--- config.mk ---
export PLATFORM = sky130hd
export DESIGN_NAME = windowed_register_file
export DESIGN_NICKNAME = d
export VERILOG_FILES = /design/src/rtl/sparc_rf_pkg.sv /design/src/rtl/rf_phys_addr.sv /design/src/rtl/windowed_register_file.sv
export SDC_FILE = /design/constraint.sdc
export NUM_CORES = 2
export LEC_CHECK = 0
export CELL_PAD_IN_SITES_DETAIL_PLACEMENT = 0
export CELL_PAD_IN_SITES_GLOBAL_PLACEMENT = 2
export CORE_UTILIZATION = 56
export CTS_BUF_LIST = sky130_fd_sc_hd__clkbuf_8
export DETAILED_ROUTE_END_ITERATION = 12
export PLACE_DENSITY = 0.92
export SLEW_MARGIN = 20
export SYNTH_ARGS = -nofsm -noshare
export SYNTH_HDL_FRONTEND = slang
export SYNTH_HIERARCHICAL = 1
export SYNTH_SLANG_ARGS = --single-unit
export TNS_END_PERCENT = 20
--- constraint.sdc ---
create_clock -name Clk -period 18.3 [get_ports Clk]
set_input_delay 5.49 -clock Clk [delete_from_list [all_inputs] [get_ports Clk]]
set_output_delay 5.49 -clock Clk [all_outputs]
set_load 0.05 [all_outputs]
--- src/rtl/sparc_rf_pkg.sv ---
// Shared definitions for the windowed register file: trap codes, clear FSM states
// and register-window geometry constants.
package sparc_rf_pkg;

    localparam int unsigned NGLOBALS = 8;
    localparam int unsigned WINREGS  = 16;

    typedef enum logic [1:0] {
        TT_NONE = 2'b00,
        TT_OVF  = 2'b01,
        TT_UNF  = 2'b10,
        TT_ILL  = 2'b11
    } trap_e;

    typedef enum logic {
        StIdle,
        StSweep
    } clr_state_e;

endpackage

--- src/rtl/rf_phys_addr.sv ---
// Maps an architectural register number and window pointer onto the physical array index.
module rf_phys_addr
    import sparc_rf_pkg::*;
#(
    parameter int unsigned NWINDOWS = 4,
    parameter int unsigned CWPW     = ($clog2(NWINDOWS) < 1) ? 1 : $clog2(NWINDOWS),
    parameter int unsigned PW       = $clog2(NGLOBALS + WINREGS * NWINDOWS)
) (
    input  logic [4:0]      r,
    input  logic [CWPW-1:0] cwp,
    output logic [PW-1:0]   phys
);

    int unsigned off;

    always_comb begin
        // Window offsets never exceed two ring lengths, so one conditional subtract suffices.
        off = WINREGS * 32'(cwp) + 32'(r) - NGLOBALS;
        if (off >= WINREGS * NWINDOWS) begin
            off = off - WINREGS * NWINDOWS;
        end
        if (r < 5'(NGLOBALS)) begin
            phys = PW'(r);
        end else begin
            phys = PW'(NGLOBALS + off);
        end
    end

endmodule

--- src/rtl/windowed_register_file.sv ---
// SPARC windowed register file: global + overlapping windows, CWP rotate/trap logic
// and a hardware clear sequencer that sweeps every physical entry to zero.
module windowed_register_file
    import sparc_rf_pkg::*;
#(
    parameter int unsigned WIDTH    = 32,
    parameter int unsigned NWINDOWS = 4,
    parameter int unsigned CWPW     = ($clog2(NWINDOWS) < 1) ? 1 : $clog2(NWINDOWS)
) (
    input  logic             Clk,
    input  logic             Clr_n,
    input  logic [4:0]       RA,
    input  logic [4:0]       RB,
    input  logic [4:0]       RC,
    input  logic [WIDTH-1:0] Din,
    input  logic             We,
    input  logic             Save,
    input  logic             Restore,
    input  logic             Cwp_Ld,
    input  logic [CWPW-1:0]  Cwp_In,
    input  logic [NWINDOWS-1:0] Wim,
    input  logic             Clear,
    output logic [WIDTH-1:0] PortA,
    output logic [WIDTH-1:0] PortB,
    output logic [CWPW-1:0]  Cwp,
    output logic             Busy,
    output logic             Trap,
    output logic [1:0]       TrapType
);

    localparam int unsigned DEPTH = NGLOBALS + WINREGS * NWINDOWS;
    localparam int unsigned PW    = $clog2(DEPTH);

    logic [WIDTH-1:0] regs_q [DEPTH];

    logic [CWPW-1:0] cwp_q, cwp_d;
    clr_state_e      state_q, state_d;
    logic [PW-1:0]   idx_q, idx_d;
    logic            trap_q, trap_d;
    trap_e           tt_q, tt_d;
    logic [CWPW-1:0] save_n, restore_n;
    logic [PW-1:0]   phys_a, phys_b, phys_c;

    rf_phys_addr #(.NWINDOWS(NWINDOWS), .CWPW(CWPW), .PW(PW)) u_addr_a (
        .r    (RA),
        .cwp  (cwp_q),
        .phys (phys_a)
    );

    rf_phys_addr #(.NWINDOWS(NWINDOWS), .CWPW(CWPW), .PW(PW)) u_addr_b (
        .r    (RB),
        .cwp  (cwp_q),
        .phys (phys_b)
    );

    rf_phys_addr #(.NWINDOWS(NWINDOWS), .CWPW(CWPW), .PW(PW)) u_addr_c (
        .r    (RC),
        .cwp  (cwp_q),
        .phys (phys_c)
    );

    assign PortA    = (RA == 5'd0) ? '0 : regs_q[phys_a];
    assign PortB    = (RB == 5'd0) ? '0 : regs_q[phys_b];
    assign Cwp      = cwp_q;
    assign Busy     = (state_q == StSweep);
    assign Trap     = trap_q;
    assign TrapType = tt_q;

    assign save_n    = (cwp_q == '0) ? CWPW'(NWINDOWS - 1) : cwp_q - CWPW'(1);
    assign restore_n = (cwp_q == CWPW'(NWINDOWS - 1)) ? '0 : cwp_q + CWPW'(1);

    always_comb begin
        cwp_d   = cwp_q;
        state_d = state_q;
        idx_d   = idx_q;
        trap_d  = 1'b0;
        tt_d    = TT_NONE;
        unique case (state_q)
            StIdle: begin
                if (Clear) begin
                    state_d = StSweep;
                    idx_d   = '0;
                end
                if (Cwp_Ld) begin
                    if (32'(Cwp_In) < NWINDOWS) begin
                        cwp_d = Cwp_In;
                    end else begin
                        trap_d = 1'b1;
                        tt_d   = TT_ILL;
                    end
                end else if (Save && Restore) begin
                    trap_d = 1'b1;
                    tt_d   = TT_ILL;
                end else if (Save) begin
                    if (Wim[save_n]) begin
                        trap_d = 1'b1;
                        tt_d   = TT_OVF;
                    end else begin
                        cwp_d = save_n;
                    end
                end else if (Restore) begin
                    if (Wim[restore_n]) begin
                        trap_d = 1'b1;
                        tt_d   = TT_UNF;
                    end else begin
                        cwp_d = restore_n;
                    end
                end
            end
            StSweep: begin
                idx_d = idx_q + PW'(1);
                if (idx_q == PW'(DEPTH - 1)) begin
                    state_d = StIdle;
                end
            end
            default: state_d = StIdle;
        endcase
    end

    always_ff @(posedge Clk) begin
        if (!Clr_n) begin
            cwp_q   <= '0;
            state_q <= StIdle;
            idx_q   <= '0;
            trap_q  <= 1'b0;
            tt_q    <= TT_NONE;
        end else begin
            cwp_q   <= cwp_d;
            state_q <= state_d;
            idx_q   <= idx_d;
            trap_q  <= trap_d;
            tt_q    <= tt_d;
        end
    end

    // Array has no reset; a reset mid-sweep leaves unreached entries untouched.
    always_ff @(posedge Clk) begin
        if (Clr_n) begin
            if (state_q == StSweep) begin
                regs_q[idx_q] <= '0;
            end else if (We && (RC != 5'd0)) begin
                regs_q[phys_c] <= Din;
            end
        end
    end

endmodule

==> results_tabular.tex <==
\begin{tabular}{lr}
\hline
Metric & Value \\
\hline
\multicolumn{2}{l}{\textbf{STA}} \\
Worst Clk Skew & 83.7 ps \\
RSZ-0062 raised after global routing & false \\
Max-slew violations & 0 \\
Min Hold Slack & 574 ps \\
Hold Fails Final Rpt & 0 \\
Min Clock Period, post-route & 17140 ps \\
Setup total negative slack & 0 ps \\
Tightest slew margin relative to the limit & 14.1\% \\
Worst slew pin tran & 1290 ps \\
Final setup fails & 0 \\
Max Freq & 0.0583 GHz \\
Final period utilization & 93.7\% \\
\multicolumn{2}{l}{\textbf{Logic synthesis}} \\
Post-synthesis instance area & 0.109 sq mm \\
Number of different library cells in the post-synthesis netlist & 72 \\
Async set-or-reset flop fraction in the synthesized netlist & 0\% \\
Post-Synth Simple-Gate Area & 2.50\% \\
Multiplexer area fraction after synthesis & 27.1\% \\
Predominant post-synthesis flop cell & sky130\_fd\_sc\_hd\_\_edfxtp\_1 \\
Number of instances in the synthesized netlist & 5611 \\
Syn avg cell area & 19.4 sq um \\
Synthesized-area fraction occupied by ao, oa, aoi and oai cells & 3.92\% \\
Post-Synth XOR/XNOR Area & 0.0562\% \\
Count of warnings emitted by yosys & 6 \\
Main combinational cell family by area after synthesis & multiplexers \\
Synth Register Bits & 2317 \\
Share of synthesized cell area in full adder, half adder and majority cells & 0.216\% \\
Syn nets & 5688 \\
Number of enable flip-flop cells after synthesis & 2304 \\
Portion of the post-synthesis area used by sequential elements & 63.7\% \\
\multicolumn{2}{l}{\textbf{Global route}} \\
Met1 routing resource usage after global routing & 52.3\% \\
Initial antenna violation count & 24 \\
Maximum number of pins on one net before global-route repair & 126 \\
Global routing met3 resource utilization & 14.2\% \\
Overall fraction of global-route tracks in use & 40.2\% \\
Busiest layer in global routing & met2 \\
First-pass GRT wire length & 535 mm \\
Met2 Track Usage GR & 57.2\% \\
Global route overflow & 0 \\
Vias in the first global route & 66500 \\
\multicolumn{2}{l}{\textbf{Drt}} \\
Drt via density & 7.88 \\
Drc violations & 0 \\
Total wirelength of the detailed-routed design & 396 mm \\
Wirelength per Cell & 45.4 um \\
Detailed-route via count & 68800 \\
Detailed-routing iteration count for the pre-antenna-repair pass & 6 \\
Drt first-iter violations & 14000 \\
Count of nets left with antenna violations after detail routing & 0 \\
\multicolumn{2}{l}{\textbf{Clocking}} \\
Number of buffers inserted by hold repair at cts & 0 \\
Cts repair resizes & 0 \\
Post CTS Setup Buffer Count & 0 \\
Clock latency on the worst-skew pair & 1140 ps \\
Clk Tree Root Cell & sky130\_fd\_sc\_hd\_\_clkbuf\_8 \\
Clock-pin transition on the worst setup and hold timing paths & 50 ps \\
Maximum buffer depth of the clock tree & 4 \\
Clock sink total & 2317 \\
CTS HTree Levels & 5 \\
TritonCTS clock tree & yes \\
Inserted Clock Buffers & 388 \\
\multicolumn{2}{l}{\textbf{Floorplanning}} \\
Ports placed on the boundary & 130 \\
Overall die area & 0.196 sq mm \\
Initial cell density of the core & 56.5\% \\
Placeable core region & 0.193 sq mm \\
Floorplan die height & 443 um \\
Total number of placement rows & 161 \\
Width of the die & 443 um \\
\multicolumn{2}{l}{\textbf{Status}} \\
Result of the run & completed \\
\multicolumn{2}{l}{\textbf{Critical path}} \\
Req. time, crit path & 12810 ps \\
Arrival time worst endpoint & 11650 ps \\
Reg-to-reg setup timing slack & 12630 ps \\
Crit end category & output pin \\
Critical Path Fanout Max & 19 \\
Kind of critical path & primary input to output pin \\
CP Launch Type & primary input \\
\multicolumn{2}{l}{\textbf{Power and ir drop}} \\
Switching power & 3.39 mW \\
Sw Share & 28.1\% \\
Portion of total power attributed to combinational logic & 15.0\% \\
Power density over the cells & 100 mW/mm\^{}2 \\
Sequential share of power & 48.3\% \\
Leakage power total & 39.7 nW \\
Clock network fraction of total power & 36.7\% \\
Design Power & 12.1 mW \\
Highest ir drop seen on vdd & 0.0648 mV \\
Internal power consumption & 8.67 mW \\
\multicolumn{2}{l}{\textbf{Min path}} \\
Hold crit path type & flip-flop to flip-flop \\
\multicolumn{2}{l}{\textbf{Final layout}} \\
Commonest non-fill, non-tap cells in the layout & 2304 x sky130\_fd\_sc\_hd\_\_edfxtp\_1, 1077 x sky130\_fd\_sc\_hd\_\_mux4\_2, 493 x sky130\_fd\_sc\_hd\_\_mux2i\_1, 394 x sky130\_fd\_sc\_hd\_\_clkbuf\_8, 195 x sky130\_fd\_sc\_hd\_\_buf\_4 \\
Most common cell after layout, fill and taps aside & sky130\_fd\_sc\_hd\_\_edfxtp\_1 \\
Total number of nets in the final design & 5986 \\
Share of cells above drive strength 1 & 31.5\% \\
Number of fill cells in the layout & 13300 \\
Area growth from synthesis to layout & 10.7\% \\
\multicolumn{2}{l}{\textbf{Placed design}} \\
Final weighted congestion in routability-driven placement & 0.970 \\
Final HPWL from detailed placement & 224 mm \\
Number of buffers inserted by port buffering & 129 \\
\multicolumn{2}{l}{\textbf{Flow run}} \\
Number of violations of the max-capacitance limit & 0 \\
\hline
\end{tabular}
worst max-delay path, stage by stage:
cell	delay, ps
sky130_fd_sc_hd__clkdlybuf4s50_1	810
sky130_fd_sc_hd__inv_1	180
sky130_fd_sc_hd__ha_1	340
sky130_fd_sc_hd__inv_1	90
sky130_fd_sc_hd__ha_1	160
sky130_fd_sc_hd__inv_1	60
sky130_fd_sc_hd__fa_1	510
sky130_fd_sc_hd__xor2_1	220
sky130_fd_sc_hd__a21oi_4	120
sky130_fd_sc_hd__buf_4	370
sky130_fd_sc_hd__nand2b_1	90
sky130_fd_sc_hd__buf_4	220
sky130_fd_sc_hd__nor2_1	840
sky130_fd_sc_hd__o221ai_1	280
sky130_fd_sc_hd__a31o_2	300
sky130_fd_sc_hd__o21ai_0	590
sky130_fd_sc_hd__clkdlybuf4s50_1	940
synth_stat cells, types with 12 or more instances:
cell / n / area share [%]
sky130_fd_sc_hd__and2_1: 44 / 0.25
sky130_fd_sc_hd__a22o_1: 12 / 0.096
sky130_fd_sc_hd__nand2_1: 117 / 0.40
sky130_fd_sc_hd__ha_1: 14 / 0.16
sky130_fd_sc_hd__clkbuf_1: 110 / 0.38
sky130_fd_sc_hd__a221oi_1: 20 / 0.16
sky130_fd_sc_hd__buf_6: 46 / 0.48
sky130_fd_sc_hd__a22oi_1: 177 / 1.2
sky130_fd_sc_hd__o221ai_1: 15 / 0.12
sky130_fd_sc_hd__buf_4: 115 / 0.79
sky130_fd_sc_hd__edfxtp_1: 2304 / 63
sky130_fd_sc_hd__buf_2: 136 / 0.62
sky130_fd_sc_hd__mux2i_1: 493 / 4.5
sky130_fd_sc_hd__nand2b_1: 25 / 0.14
sky130_fd_sc_hd__nor3_1: 33 / 0.15
sky130_fd_sc_hd__nor2b_1: 40 / 0.23
sky130_fd_sc_hd__buf_1: 21 / 0.072
sky130_fd_sc_hd__mux4_2: 1077 / 22
sky130_fd_sc_hd__dfxtp_1: 13 / 0.24
sky130_fd_sc_hd__inv_1: 31 / 0.11
sky130_fd_sc_hd__nand4_1: 13 / 0.075
sky130_fd_sc_hd__o22ai_1: 72 / 0.41
sky130_fd_sc_hd__a21oi_1: 120 / 0.55
sky130_fd_sc_hd__o211ai_1: 23 / 0.16
sky130_fd_sc_hd__nor2_1: 190 / 0.65
sky130_fd_sc_hd__a211oi_1: 33 / 0.23
sky130_fd_sc_hd__o21ai_0: 79 / 0.36
sky130_fd_sc_hd__nand3_1: 61 / 0.28
sky130_fd_sc_hd__mux2_2: 27 / 0.28
sky130_fd_sc_hd__a31oi_1: 24 / 0.14
metal layers:
layer,wire (um),part of all wire (%),up-vias
met4,33200,8.4,14
li1,-,-,24800
met5,149,0.038,-
met2,171000,43,6918
met3,65100,16,1547
met1,127000,32,35600
path summary, 6_finish.rpt:
check | from | end | depth (start not counted)
setup reg to reg | Cwp[0] | regs_q[53][14] | 14
hold / removal | idx_q[5] | idx_q[5] | 2
hold reg to reg | idx_q[5] | idx_q[5] | 2
setup / recovery | RB[4] | PortB[6] | 17
layout make-up:
class                           instances  area, sq um  area share, %
Antenna cell                           17         42.5         0.0353
Clock inverter                        284         1720           1.42
Multi-Input combinational cell       2830        37600           31.2
Tap cell                             2526         3160           2.62
Sequential cell                      2317        69400           57.6
Inverter                               32          123          0.102
Clock buffer                          394         5420           4.49
Timing Repair Buffer                  340         3140           2.60
kinds of logic (layout without fill, tap and decap cells):
logic type / count (synthesis) / after routing
XOR/XNOR: 7 / 7
multiplexers: 1598 / 1598
other: 0 / 17
AND/OR/NAND/NOR: 573 / 573
buffers and inverters: 464 / 1050
AO/OA/AOI/OAI: 635 / 635
flip-flops: 2317 / 2317
adder cells (fa/ha/maj): 17 / 17
sequential cells by signal, summed over array words and instances, names as in the netlist:
signal	cells
Cwp	2
regs_q	2304
Busy	1
idx_q	7
Trap	1
TrapType	2
metrics by stage:
stage          area, sq um  util [%]  worst slack, ps  std cells
2_1_floorplan       109000         -             2850       5611
3_3_place_gp        113000      58.8             1290       8044
3_5_place_dp        113000      58.8             1390       8045
4_1_cts             121000      62.5             1360       8723
5_1_grt             121000      62.5             1170       8724
6_report            121000      62.5             1160       8740
power by group through the flow:
| stage | clock, mW | combinational [mW] | sequential, mW |
|---|---|---|---|
| after floorplan | 0 | 1.00 | 5.94 |
| after global placement | 0 | 1.73 | 5.94 |
| after detailed placement | 0 | 1.74 | 5.94 |
| after CTS | 4.40 | 1.74 | 5.83 |
| after global routing | 4.62 | 1.80 | 5.83 |
| final | 4.42 | 1.81 | 5.83 |
No activity file was read; power rests on OpenSTA's default activity.
